<file path="src/rtl/pong_fb_painter.sv">
// Frame-buffer writer for the two-paddle game: clears the pixel RAM, then repaints both paddle columns each frame tick.
// Optional build macro PONG_FB_SKIP_UNCHANGED_EN skips repainting a paddle column whose position did not change.
module pong_fb_painter #(
  parameter int            SCREEN_X    = 176,
  parameter int            SCREEN_Y    = 120,
  parameter int            AW          = 15,
  parameter int            DW          = 3,
  parameter int            PAD_H       = 24,
  parameter int            PAD_STEP    = 2,
  parameter int            PAD_A_X     = 4,
  parameter int            PAD_B_X     = 171,
  parameter logic [DW-1:0] BG_COLOR    = 3'b000,
  parameter logic [DW-1:0] PAD_A_COLOR = 3'b100,
  parameter logic [DW-1:0] PAD_B_COLOR = 3'b001
) (
  input  logic          clk,
  input  logic          rst,
  input  logic          frame_tick,
  input  logic          btn_up_a,
  input  logic          btn_dn_a,
  input  logic          btn_up_b,
  input  logic          btn_dn_b,
  output logic [AW-1:0] mem_px_addr,
  output logic [DW-1:0] mem_px_data,
  output logic          px_wr,
  output logic          busy
);

  localparam int YW = $clog2(SCREEN_Y);

  localparam logic [AW-1:0]        LAST_ADDR = AW'(SCREEN_X * SCREEN_Y - 1);
  localparam logic [AW-1:0]        ROW_STEP  = AW'(SCREEN_X);
  localparam logic [AW-1:0]        COL_A     = AW'(PAD_A_X);
  localparam logic [AW-1:0]        COL_B     = AW'(PAD_B_X);
  localparam logic [YW-1:0]        Y_LAST    = YW'(SCREEN_Y - 1);
  localparam logic [YW-1:0]        CENTER    = YW'((SCREEN_Y - PAD_H) / 2);
  localparam logic [YW:0]          PAD_H_W   = (YW+1)'(PAD_H);
  localparam logic signed [AW:0]   STEP_S    = (AW+1)'(PAD_STEP);
  localparam logic signed [AW:0]   POS_MAX_S = (AW+1)'(SCREEN_Y - PAD_H);

  typedef enum logic [2:0] {CLEAR, DRAW_A, DRAW_B, IDLE, UPDATE} state_t;

  state_t        state, state_nxt;
  logic [AW-1:0] cnt;
  logic [AW-1:0] row_addr;
  logic [YW-1:0] y;
  logic [YW-1:0] pos_a, pos_b;
  logic [YW-1:0] pos_a_upd, pos_b_upd;
  logic          last_clear, last_row;
`ifdef PONG_FB_SKIP_UNCHANGED_EN
  logic          chg_a, chg_b;
`endif

  // Wider signed arithmetic so moving up from row 0 cannot wrap to a large position.
  function automatic logic [YW-1:0] next_pos(input logic [YW-1:0] pos,
                                             input logic up, input logic dn);
    logic signed [AW:0] p;
    logic signed [AW:0] t;
    p = $signed({{(AW+1-YW){1'b0}}, pos});
    t = p;
    if (up && !dn) begin
      t = p - STEP_S;
      if (t[AW]) t = '0;
    end else if (dn && !up) begin
      t = p + STEP_S;
      if (t > POS_MAX_S) t = POS_MAX_S;
    end
    return YW'(t);
  endfunction

  function automatic logic [DW-1:0] pad_pixel(input logic [YW-1:0] row,
                                              input logic [YW-1:0] pos,
                                              input logic [DW-1:0] col);
    logic [YW:0] top;
    top = {1'b0, pos} + PAD_H_W;
    return (({1'b0, row} >= {1'b0, pos}) && ({1'b0, row} < top)) ? col : BG_COLOR;
  endfunction

  assign pos_a_upd  = next_pos(pos_a, btn_up_a, btn_dn_a);
  assign pos_b_upd  = next_pos(pos_b, btn_up_b, btn_dn_b);
  assign last_clear = (cnt == LAST_ADDR);
  assign last_row   = (y == Y_LAST);

  always_ff @(posedge clk) begin
    if (rst) state <= CLEAR;
    else     state <= state_nxt;
  end

  always_comb begin
    state_nxt = state;
    case (state)
      CLEAR:  if (last_clear) state_nxt = DRAW_A;
`ifdef PONG_FB_SKIP_UNCHANGED_EN
      DRAW_A: if (last_row) state_nxt = chg_b ? DRAW_B : IDLE;
`else
      DRAW_A: if (last_row) state_nxt = DRAW_B;
`endif
      DRAW_B: if (last_row) state_nxt = IDLE;
      IDLE:   if (frame_tick) state_nxt = UPDATE;
`ifdef PONG_FB_SKIP_UNCHANGED_EN
      UPDATE: begin
        if (pos_a_upd != pos_a)      state_nxt = DRAW_A;
        else if (pos_b_upd != pos_b) state_nxt = DRAW_B;
        else                         state_nxt = IDLE;
      end
`else
      UPDATE: state_nxt = DRAW_A;
`endif
      default: state_nxt = CLEAR;
    endcase
  end

  // Write port: every output is registered from the state of the cycle just finished.
  always_ff @(posedge clk) begin
    if (rst) begin
      px_wr       <= 1'b0;
      mem_px_addr <= '0;
      mem_px_data <= '0;
      busy        <= 1'b0;
      cnt         <= '0;
      y           <= '0;
      row_addr    <= COL_A;
      pos_a       <= CENTER;
      pos_b       <= CENTER;
`ifdef PONG_FB_SKIP_UNCHANGED_EN
      chg_a       <= 1'b1;
      chg_b       <= 1'b1;
`endif
    end else begin
      busy  <= (state != IDLE);
      px_wr <= 1'b0;
      case (state)
        CLEAR: begin
          px_wr       <= 1'b1;
          mem_px_addr <= cnt;
          mem_px_data <= BG_COLOR;
          if (last_clear) begin
            cnt      <= '0;
            y        <= '0;
            row_addr <= COL_A;
          end else begin
            cnt <= cnt + 1'b1;
          end
        end
        DRAW_A: begin
          px_wr       <= 1'b1;
          mem_px_addr <= row_addr;
          mem_px_data <= pad_pixel(y, pos_a, PAD_A_COLOR);
          y           <= last_row ? '0 : y + 1'b1;
          row_addr    <= last_row ? COL_B : row_addr + ROW_STEP;
        end
        DRAW_B: begin
          px_wr       <= 1'b1;
          mem_px_addr <= row_addr;
          mem_px_data <= pad_pixel(y, pos_b, PAD_B_COLOR);
          y           <= last_row ? '0 : y + 1'b1;
          row_addr    <= last_row ? COL_A : row_addr + ROW_STEP;
        end
        UPDATE: begin
          pos_a    <= pos_a_upd;
          pos_b    <= pos_b_upd;
          y        <= '0;
          row_addr <= (state_nxt == DRAW_B) ? COL_B : COL_A;
`ifdef PONG_FB_SKIP_UNCHANGED_EN
          chg_a    <= (pos_a_upd != pos_a);
          chg_b    <= (pos_b_upd != pos_b);
`endif
        end
        default: ;
      endcase
    end
  end

endmodule

</file>
<file path="config.mk">
export PLATFORM = sky130hd
export DESIGN_NAME = pong_fb_painter
export DESIGN_NICKNAME = d
export VERILOG_FILES = /design/src/rtl/pong_fb_painter.sv
export SDC_FILE = /design/constraint.sdc
export NUM_CORES = 1
export LEC_CHECK = 0
export BUFFER_PORTS_ARGS = -buffer_cell sky130_fd_sc_hd__buf_2
export CAP_MARGIN = 30
export CORE_MARGIN = 2
export CORE_UTILIZATION = 35
export CTS_CLUSTER_SIZE = 20
export DETAILED_ROUTE_END_ITERATION = 8
export GPL_ROUTABILITY_DRIVEN = 0
export GPL_TIMING_DRIVEN = 0
export PLACE_DENSITY_LB_ADDON = 0.08
export SLEW_MARGIN = 25
export SYNTH_ARGS = -nofsm -noshare
export SYNTH_HDL_FRONTEND = slang
export SYNTH_SLANG_ARGS = --single-unit
export TNS_END_PERCENT = 5
</file>
<file path="constraint.sdc">
create_clock -name clk -period 3 [get_ports clk]
set_clock_uncertainty 0.1 [all_clocks]
set_input_delay 0.9 -clock clk [delete_from_list [all_inputs] [get_ports clk]]
set_output_delay 0.9 -clock clk [all_outputs]
set_load 0.03 [all_outputs]
</file>
==> reports/results.md <==
| Quantity | Value | Unit |
|---|---|---|
| Kind of end point of the critical path | flop | - |
| Net count after synthesis | 566 | - |
| Main combinational cell family by area after synthesis | simple AND/OR/NAND/NOR gates | - |
| Horiz. Die Dim | 116 | µm |
| Number of setup violations in the final report | 0 | - |
| Number of cell instances on the worst register-to-register path | 7 | - |
| Pre-CTS setup slack | -0.00462 | ns |
| Number of placed cells counting well taps | 718 | - |
| Fin. max-slew vios | 0 | - |
| Number of cells produced by synthesis | 526 | - |
| Mux share of post-synthesis cell area | 1.21 | % |
| Share of the clock period used by the worst path | 89.9 | % |
| Status | complete, no violations | - |
| Final std cells w/o fill | 734 | - |
| Hold violation count in the final report | 0 | - |
| Fraction of the mapped netlist area in adder cells | 9.48 | % |
| Lkg Pwr | 1.85 | nW |
| Area growth from synthesis to final layout | 13.6 | % |
| FF/Latch Area | 1380 | µm² |
| Source of the worst hold timing path | row_addr[1] | - |
| Net count, final | 601 | - |
| Max-cap check violation count | 0 | - |
| Number of global-route vias before repair | 3,838 | - |
| Maximum number of pins on one net before global-route repair | 12 | - |
| Hold path endpoint | row_addr[1] | - |
| Mean area per synthesized cell | 8.28 | µm² |
| Sinks on Clock Net | 69 | - |
| DRT Wirelength | 12,500 | µm |
| Initial cell density of the core | 36.1 | % |
| Required @ worst endpoint | 3.16 | ns |
| Cell area after synthesis | 4350 | µm² |
| Synthesis-stage register bit count | 69 | - |
| Number of nets still failing antenna checks after routing | 0 | - |
| Clock tree from TritonCTS | done | - |
| Worst Setup Start Kind | input pin | - |
| Worst hold path stage count | 2 | - |
| Fmax | 371 | MHz |
| Critical path peak fanout | 8 | - |
| Chip height | 116 | µm |
| Share of the synthesized area in compound gates (AO/OA/AOI/OAI) | 23.1 | % |
| Share of synthesized cell area in and, or, nand and nor gates | 24.2 | % |
| Layout cells sized above 1 | 12.7 | % |
| Destination of the worst register-to-register timing path | pos_a[3] | - |
| Vias per std cell | 5.50 | - |
| Die Footprint | 13,300 | µm² |
| Average detailed-routed wire length per instance | 17.0 | µm |
| Startpoint of the lowest-slack register-to-register path | pos_a[1] | - |
| Max clock buf depth | 2 | - |
| Slew of the pin with the lowest slew margin | 0.840 | ns |
| Count of flip-flops with a built-in enable after synthesis | 0 | - |
| Final global-route overflow total | 0 | - |
| Number of antenna violations at the first check in global routing | 0 | - |
| Number of top-level pins | 27 | - |
| Number of CTS-inserted buffers | 9 | - |
| Synthesis Warnings | 0 | - |
| Final worst-path setup slack | 0.303 | ns |
| Hold Buf Count CTS | 0 | - |
| First-pass GRT wire length | 20,400 | µm |
| Min Hold Slack | 0.390 | ns |
| Register-to-register setup slack | 0.42 | ns |
| Count of cell types in the netlist | 67 | - |
| Count of buffers inserted at the top-level ports | 24 | - |
| Skew-Pair Late Insertion Delay | 0.35 | ns |
| Startpoint of the worst setup timing path | btn_up_a | - |
| Vias | 4,037 | - |
| Area leader, netlist | sky130_fd_sc_hd__dfxtp_1 | - |
| Unrepaired setup endpoints after global routing | false | - |
| Number of resized instances in the post-cts repair step | 0 | - |
| HPWL after detailed placement | 9060 | µm |
| Clock tree root buffer cell | sky130_fd_sc_hd__clkbuf_16 | - |
| DRC violation count after routing | 0 | - |
| CTS H-Tree Depth | 3 | - |
| Most area-consuming cells after synthesis | sky130_fd_sc_hd__dfxtp_1 32%, sky130_fd_sc_hd__ha_1 9.5%, sky130_fd_sc_hd__a21oi_1 4.3% | - |
| GRT Resource Usage Total | 19.7 | % |
| Number of post-CTS setup repair buffers | 0 | - |
| Area of the multi-input gates | 2740 | µm² |
| Clock period minus final worst setup slack | 2.70 | ns |
| Path type of the worst min-delay path | flop to flop | - |
| Count of filler cells inserted in the layout | 1,226 | - |
| Worst Path Arrival | 2.86 | ns |
| Antenna cells | 0 | - |
| Core Box Area | 12,100 | µm² |
| Most frequently used flop master after synthesis | sky130_fd_sc_hd__dfxtp_1 | - |
| Drt first-iter violations | 243 | - |
| Number of rows in the core area | 40 | - |
| IR drop worst, VDD | 213 | µV |
| Type of the worst setup path | input pin to flop | - |
| Synth Area in XOR/XNOR | 4.83 | % |
| Portion of synthesized cell area occupied by the leading cell type | 31.7 | % |
| FFs w/ async S/R, synth | 0 | % |
| Remaining max-slew budget at the tightest pin | 43.8 | % |
| Power density normalized to cell area | 403 | nW/µm² |
| First-pass detailed-route iteration total | 4 | - |
| Post-synthesis sequential area ratio | 31.7 | % |
| Clock slew at the register clock pins of the worst setup and hold paths | 0.06 | ns |
[sequential cells by signal, indices dropped and copies added (netlist names)]
name and count:
cnt 15, mem_px_addr 15, row_addr 13, y 7, pos_a 6, pos_b 6, state 3, mem_px_data 2
busy 1, px_wr 1
[how the worst max path moves through the flow]
stage / cells past startpoint / endpoint / slack [ns]
final: 7 / pos_a[3] / 0.30
after global routing: 7 / pos_a[3] / 0.23
after CTS: 4 / pos_b[3] / 0.36
after detailed placement: 4 / pos_b[3] / -0.005
after global placement: 4 / pos_a[6] / -0.05
after floorplan: 7 / pos_a[3] / 0.49
[cells in the mapped netlist (all sizes together) (7+ instances only)]
cell type / n
dfxtp: 69
nor2: 50
a21oi: 37
ha: 33
nand2: 33
nor3: 27
nand3: 25
inv: 23
o21ai: 23
buf: 16
clkbuf: 15
o22ai: 15
xor2: 15
a31oi: 9
xnor2: 9
a211oi: 8
and2: 7
and3: 7
[report_power, final]
group          leakage (nW)  total (mW)  switching (mW)  internal [mW]
combinational          1.17      0.0869          0.0604         0.0265
clock                 0.123       0.978           0.421          0.557
sequential            0.557       0.930         0.00632          0.924
total                  1.85        2.00           0.488           1.51
[layer usage]
layer / GRT usage [%] / wire length [µm]
met1: 25.1 / 6000
met2: 33.3 / 5880
met3: 5.44 / 418
met4: 4.42 / 153
met5: 0 / 0
[layout make-up]
cell class | instances | area share (%)
multi-input combinational | 403 | 55.4
clock inverter | 4 | 0.506
inverter | 23 | 1.75
clock buffer | 12 | 4.78
timing repair buffer | 24 | 2.43
buffer | 31 | 2.99
tap | 168 | 4.25
sequential | 69 | 27.9
[critical path, stage by stage]
cell	delay (ns)
sky130_fd_sc_hd__buf_2	0.10
sky130_fd_sc_hd__ha_1	0.36
sky130_fd_sc_hd__nor4b_2	0.73
sky130_fd_sc_hd__nand3_1	0.14
sky130_fd_sc_hd__o21ai_0	0.10
sky130_fd_sc_hd__or4b_1	0.44
sky130_fd_sc_hd__o21ai_0	0.09
[cell families (layout without fill, tap and decap cells)]
group,after synthesis,in the layout
AO/OA/AOI/OAI,144,144
XOR/XNOR,24,24
adder cells (fa/ha/maj),33,33
buffers and inverters,54,94
flip-flops,69,69
multiplexers,5,5
other,1,1
AND/OR/NAND/NOR,196,196
[per-stage QoR]
| stage | setup TNS, ns | total power, mW | utilization, % | area, µm² |
|---|---|---|---|---|
| after floorplan | 0 | 1.01 | - | 4350 |
| after global placement | -0.157 | 1.04 | 38.8 | 4680 |
| after detailed placement | -0.00462 | 1.04 | 38.8 | 4680 |
| after CTS | 0 | 2.03 | 41.0 | 4950 |
| after global routing | 0 | 2.07 | 41.0 | 4950 |
| final | 0 | 2.00 | 41.0 | 4950 |
[cells in the final DEF, fill, tap and decap left out, types with 4 or more instances in the layout]
cell	synthesis	layout
sky130_fd_sc_hd__and4_1	5	5
sky130_fd_sc_hd__ha_1	33	33
sky130_fd_sc_hd__o22ai_1	15	15
sky130_fd_sc_hd__nand2_1	33	33
sky130_fd_sc_hd__a211oi_1	8	8
sky130_fd_sc_hd__xnor2_1	9	9
sky130_fd_sc_hd__dfxtp_1	69	69
sky130_fd_sc_hd__buf_1	5	5
sky130_fd_sc_hd__xor2_1	15	15
sky130_fd_sc_hd__and3_1	7	7
sky130_fd_sc_hd__clkbuf_1	15	18
sky130_fd_sc_hd__a22oi_1	5	5
sky130_fd_sc_hd__inv_1	23	23
sky130_fd_sc_hd__nand2b_1	6	6
sky130_fd_sc_hd__buf_2	7	31
sky130_fd_sc_hd__nand3_1	25	25
sky130_fd_sc_hd__a41oi_1	4	4
sky130_fd_sc_hd__o21ai_0	22	22
sky130_fd_sc_hd__nor2_1	49	49
sky130_fd_sc_hd__a311oi_2	6	6
sky130_fd_sc_hd__or3_1	5	5
sky130_fd_sc_hd__o211ai_1	6	6
sky130_fd_sc_hd__a21oi_1	37	37
sky130_fd_sc_hd__o21a_1	4	4
sky130_fd_sc_hd__nor3_1	24	24
sky130_fd_sc_hd__a31oi_1	9	9
sky130_fd_sc_hd__and2_1	6	6
sky130_fd_sc_hd__clkbuf_16	0	9
sky130_fd_sc_hd__nand4_1	6	6
Note: power is estimated with default switching activity, not from simulation.
